$ cat config.mk
export PLATFORM = sky130hd
export DESIGN_NAME = vec_len_sq
export DESIGN_NICKNAME = d
export VERILOG_FILES = /design/src/rtl/vec_len_sq.sv
export SDC_FILE = /design/constraint.sdc
export NUM_CORES = 1
export LEC_CHECK = 0
export CAP_MARGIN = 25
export CORE_UTILIZATION = 35
export CTS_CLUSTER_SIZE = 8
export DETAILED_ROUTE_END_ITERATION = 8
export PLACE_DENSITY_LB_ADDON = 0.2
export REMOVE_ABC_BUFFERS = 1
export SLEW_MARGIN = 20
export SYNTH_ARGS = -nofsm -noshare
export SYNTH_HDL_FRONTEND = slang
export SYNTH_SLANG_ARGS = --single-unit
$ cat constraint.sdc
create_clock -name clk -period 10.03 [get_ports clk]
set_clock_uncertainty 0.2 [all_clocks]
set_input_delay 1.003 -clock clk [delete_from_list [all_inputs] [get_ports clk]]
set_output_delay 1.003 -clock clk [all_outputs]
set_load 0.05 [all_outputs]
$ cat src/rtl/vec_len_sq.sv
// Squared length of a signed fixed-point 3-vector. One shared multiplier squares
// x, y and z in turn; the saturated sum is handed to a downstream square-root stage.
//
// state | meaning
// ------+--------------------------------------------------------------
// IDLE  | in_ready high, waiting for a vector
// MUL_X | accumulate x^2 >> FRAC
// MUL_Y | accumulate y^2 >> FRAC
// MUL_Z | accumulate z^2 >> FRAC
// SUM   | clamp accumulator into sq_out / sq_sat
// ISSUE | pulse sq_start once the downstream stage is not busy
module vec_len_sq #(
    parameter int W    = 12,
    parameter int FRAC = 4
) (
    input  logic                clk,
    input  logic                rst_,
    input  logic                in_valid,
    output logic                in_ready,
    input  logic signed [W-1:0] x,
    input  logic signed [W-1:0] y,
    input  logic signed [W-1:0] z,
    input  logic                ds_busy,
    output logic [W-1:0]        sq_out,
    output logic                sq_start,
    output logic                sq_sat
);

    localparam int ACC_W = 2*W + 2;
    localparam logic [ACC_W-1:0] SAT_LIMIT = {{(ACC_W-W){1'b0}}, {W{1'b1}}};

    typedef enum logic [2:0] {
        IDLE  = 3'd0,
        MUL_X = 3'd1,
        MUL_Y = 3'd2,
        MUL_Z = 3'd3,
        SUM   = 3'd4,
        ISSUE = 3'd5
    } state_t;

    state_t state, state_nxt;

    logic signed [W-1:0]   x_q, y_q, z_q;
    logic signed [W-1:0]   mul_a;
    logic signed [2*W-1:0] mul_ext;
    logic signed [2*W-1:0] product;
    logic [2*W-1:0]        prod_shift;
    logic [ACC_W-1:0]      acc;
    logic [ACC_W-1:0]      term;
    logic                  take;
    logic                  acc_en;
    logic                  load_out;
    logic                  sat;

    always_comb begin
        state_nxt = state;
        in_ready  = 1'b0;
        sq_start  = 1'b0;
        mul_a     = x_q;
        acc_en    = 1'b0;
        load_out  = 1'b0;
        take      = 1'b0;
        case (state)
            IDLE: begin
                in_ready = 1'b1;
                if (in_valid) begin
                    take      = 1'b1;
                    state_nxt = MUL_X;
                end
            end
            MUL_X: begin
                mul_a     = x_q;
                acc_en    = 1'b1;
                state_nxt = MUL_Y;
            end
            MUL_Y: begin
                mul_a     = y_q;
                acc_en    = 1'b1;
                state_nxt = MUL_Z;
            end
            MUL_Z: begin
                mul_a     = z_q;
                acc_en    = 1'b1;
                state_nxt = SUM;
            end
            SUM: begin
                load_out  = 1'b1;
                state_nxt = ISSUE;
            end
            ISSUE: begin
                if (!ds_busy) begin
                    sq_start  = 1'b1;
                    state_nxt = IDLE;
                end
            end
            default: state_nxt = IDLE;
        endcase
    end

    // 2W-bit signed product holds (-2^(W-1))^2 = 2^(2W-2) without overflow
    assign mul_ext    = {{W{mul_a[W-1]}}, mul_a};
    assign product    = mul_ext * mul_ext;
    assign prod_shift = $unsigned(product) >> FRAC;
    assign term       = {2'b00, prod_shift};
    assign sat        = (acc > SAT_LIMIT);

    always_ff @(posedge clk or negedge rst_) begin
        if (!rst_) begin
            state  <= IDLE;
            x_q    <= '0;
            y_q    <= '0;
            z_q    <= '0;
            acc    <= '0;
            sq_out <= '0;
            sq_sat <= 1'b0;
        end else begin
            state <= state_nxt;
            if (take) begin
                x_q <= x;
                y_q <= y;
                z_q <= z;
                acc <= '0;
            end else if (acc_en) begin
                acc <= acc + term;
            end
            // outputs hold through ISSUE and beyond while downstream samples them
            if (load_out) begin
                sq_out <= sat ? SAT_LIMIT[W-1:0] : acc[W-1:0];
                sq_sat <= sat;
            end
        end
    end

endmodule

==> results.sh <==
export IMPL_status="finished, final reports clean"
export IMPL_post_route_period_util_pct=85.4
export IMPL_avgSynthCellArea_sq_um=9.00
export IMPL_synth_cell_area_sq_um=9300
export IMPL_synth_seq_cells=78
export IMPL_grt_max_degree=70
export IMPL_wl_mm=20.5
export IMPL_slowest_stage="nand2b_1"
export IMPL_setup_viol=0
export IMPL_antenna_left=0
export IMPL_yosys_warnings=0
export IMPL_r2r_end="acc[20]$_DFFE_PN0P_"
export IMPL_cts_buffers=9
export IMPL_start_kind="register"
export IMPL_n_fill_cell=2677
export IMPL_area_growth_pct=12.5
export IMPL_h_tree_depth=3
export IMPL_hpwl_mm=16.8
export IMPL_fin_util_pct=40.1
export IMPL_ctsHoldBuffers=0
export IMPL_synthCells=1034
export IMPL_async_flop_share_pct=100
export IMPL_grt_pass1_vias=6939
export IMPL_start_util_pct=35.7
export IMPL_detail_route_vias_per_cell=4.84
export IMPL_worst_setup_path_type="reg2reg"
export IMPL_clk_latency_ns=0.35
export IMPL_synth_top_cells_by_count="inv_1 (185), nand2_1 (185), fa_1 (122)"
export IMPL_fmax_ghz=0.117
export IMPL_startpoint="state[2]$_DFFE_PN0P_"
export IMPL_clkSinkCount=78
export IMPL_drc=0
export IMPL_critPathRequiredTime_ns=10.10
export IMPL_grt_pass1_wl_mm=34.8
export IMPL_tightest_slew_ns=0.911
export IMPL_cts_clk_slew_worst_paths_ns=0.07
export IMPL_synth_cell_type_count=70
export IMPL_crit_path_frequent_cell="inv_1"
export IMPL_clk_path_buf_depth=2
export IMPL_post_route_min_period_ns=8.57
export IMPL_drv_cap=0
export IMPL_globalRouteOverflowTotal=0
export IMPL_drv_slew=0
export IMPL_portBuffers=54
export IMPL_synth_top_area_share_pct=26.3
export IMPL_die_h_um=165
export IMPL_hold_path_class="in2async"
export IMPL_yosys_top_cells_area="fa_1 (26%), dfrtp_1 (21%), ha_1 (11%)"
export IMPL_final_hold_viol_count=0
export IMPL_reg2reg_from="state[2]$_DFFE_PN0P_"
export IMPL_crit_path_end="acc[20]$_DFFE_PN0P_"
export IMPL_dr_pass1_iters=5
export IMPL_dp_cells=1402
export IMPL_place_congestion=0.840
export IMPL_vias=6864
export IMPL_antenna_found_initial=0
export IMPL_grt_setup_unrepaired="no"
export IMPL_endpoint_kind="register"
export IMPL_stdcell_area_sq_um=10500
export IMPL_ios=55
export IMPL_cts_resized=0
export IMPL_cts_root_buffer="clkbuf_16"
export IMPL_final_net_count=1320
export IMPL_synth_edf_count=0
export IMPL_rows=59
export IMPL_cp_arrival_ns=8.64
export IMPL_ys_seq_area_share_pct=21.0
export IMPL_fin_cells=1418
export IMPL_drt_iter0_markers=285
export IMPL_cp_max_fo=18
export IMPL_track_usage_pct=16.4
export IMPL_fin_tns_setup_ns=0
export IMPL_die_w_um=165
export IMPL_cts_tree="yes"
export IMPL_yosys_most_used_dff="dfrtp_1"
export IMPL_r2r_setup_slack_ns=1.46
export IMPL_max_slew_margin_pct=39.3
export IMPL_wl_per_cell_um=14.5
export IMPL_antenna_cells=0
export IMPL_die_area_sq_um=27200
export IMPL_post_cts_buffers=0
export IMPL_max_stage_delay_ns=0.68
export IMPL_drive_above_1_share_pct=5.82
export IMPL_synth_top_cell_by_area="fa_1"
export IMPL_r2r_cells=29
export IMPL_core_sq_um=26100
export IMPL_placed_cell_area_sq_um=10200
## through the flow
step / hold WS, ns / setup WS, ns
after CTS: 0.260 / 1.40
after global routing: 0.261 / 0.861
after detailed placement: 0.263 / 1.45
final: 0.265 / 1.46
after global placement: 0.257 / 1.57
after floorplan: 0.245 / 2.12
## routing by layer
layer	part of all wire, %	up-vias	GRT usage, %
met3	3.1	18	2.34
met5	0	-	0
met4	0.90	0	3.38
met2	48	121	26.7
li1	-	3360	-
met1	48	3365	23.0
## registers in the layout, indices dropped and copies added (netlist names)
signal,count
acc,26
sq_out,12
sq_sat,1
state,3
x_q,12
y_q,12
z_q,12
## cell type report
type                            count  area [sq um]  area share, %
Multi-Input combinational cell    737          6500           62.2
Sequential cell                    78          1950           18.7
Clock inverter                      7          55.1          0.526
Timing Repair Buffer               61           591           5.64
Clock buffer                        9           225           2.15
Inverter                          191           717           6.85
Tap cell                          335           419           4.01
## cell usage in the layout (no fill, tap or decap), drive strengths merged, types with 6 or more instances in the layout
| cell type | synthesis | layout |
|---|---|---|
| o22a | 12 | 12 |
| o21ai | 44 | 44 |
| nor2 | 62 | 62 |
| or2 | 7 | 7 |
| clkinv | 4 | 6 |
| clkdlybuf4s50 | 0 | 53 |
| o31ai | 8 | 8 |
| nor3 | 7 | 7 |
| mux2i | 15 | 15 |
| and2 | 6 | 6 |
| nand2b | 11 | 11 |
| nand3 | 10 | 10 |
| a21oi | 41 | 41 |
| xnor2 | 30 | 30 |
| a21o | 14 | 14 |
| inv | 187 | 190 |
| o21a | 8 | 8 |
| ha | 80 | 80 |
| dfrtp | 78 | 78 |
| clkbuf | 13 | 9 |
| xor2 | 11 | 11 |
| nand2 | 185 | 185 |
| buf | 15 | 8 |
| fa | 122 | 122 |
## logic make-up (layout without fill, tap and decap cells)
kind of cell             after synthesis  in the layout  synth area share, %
flip-flops                            78             78                 21.0
XOR/XNOR                              41             41                 3.86
AO/OA/AOI/OAI                        165            165                 12.3
AND/OR/NAND/NOR                      314            314                 15.1
adder cells (fa/ha/maj)              202            202                 37.0
buffers and inverters                219            268                 9.15
multiplexers                          15             15                 1.61
## how the worst min path moves through the flow
stage                        from  depth (start not counted)                  to
2_1_floorplan  y_q[0]$_DFFE_PN0P_                          2  y_q[0]$_DFFE_PN0P_
3_3_place_gp   z_q[0]$_DFFE_PN0P_                          2  z_q[0]$_DFFE_PN0P_
3_5_place_dp   z_q[9]$_DFFE_PN0P_                          2  z_q[9]$_DFFE_PN0P_
4_1_cts                      rst_                          1  y_q[5]$_DFFE_PN0P_
5_1_grt                      rst_                          1  y_q[5]$_DFFE_PN0P_
6_report                     rst_                          1  y_q[5]$_DFFE_PN0P_
## worst max-delay path: cells and delay by family, from the launching register on
family                   cells  cell delay (ns)
adder cells (fa/ha/maj)      7             3.31
AND/OR/NAND/NOR             10             2.47
XOR/XNOR                     1             0.14
flip-flops                   1             0.51
buffers and inverters        7             0.78
AO/OA/AOI/OAI                4             1.08
Power is not shown: default switching activity piles up to over one toggle a cycle in this logic, so the estimate is an artifact.
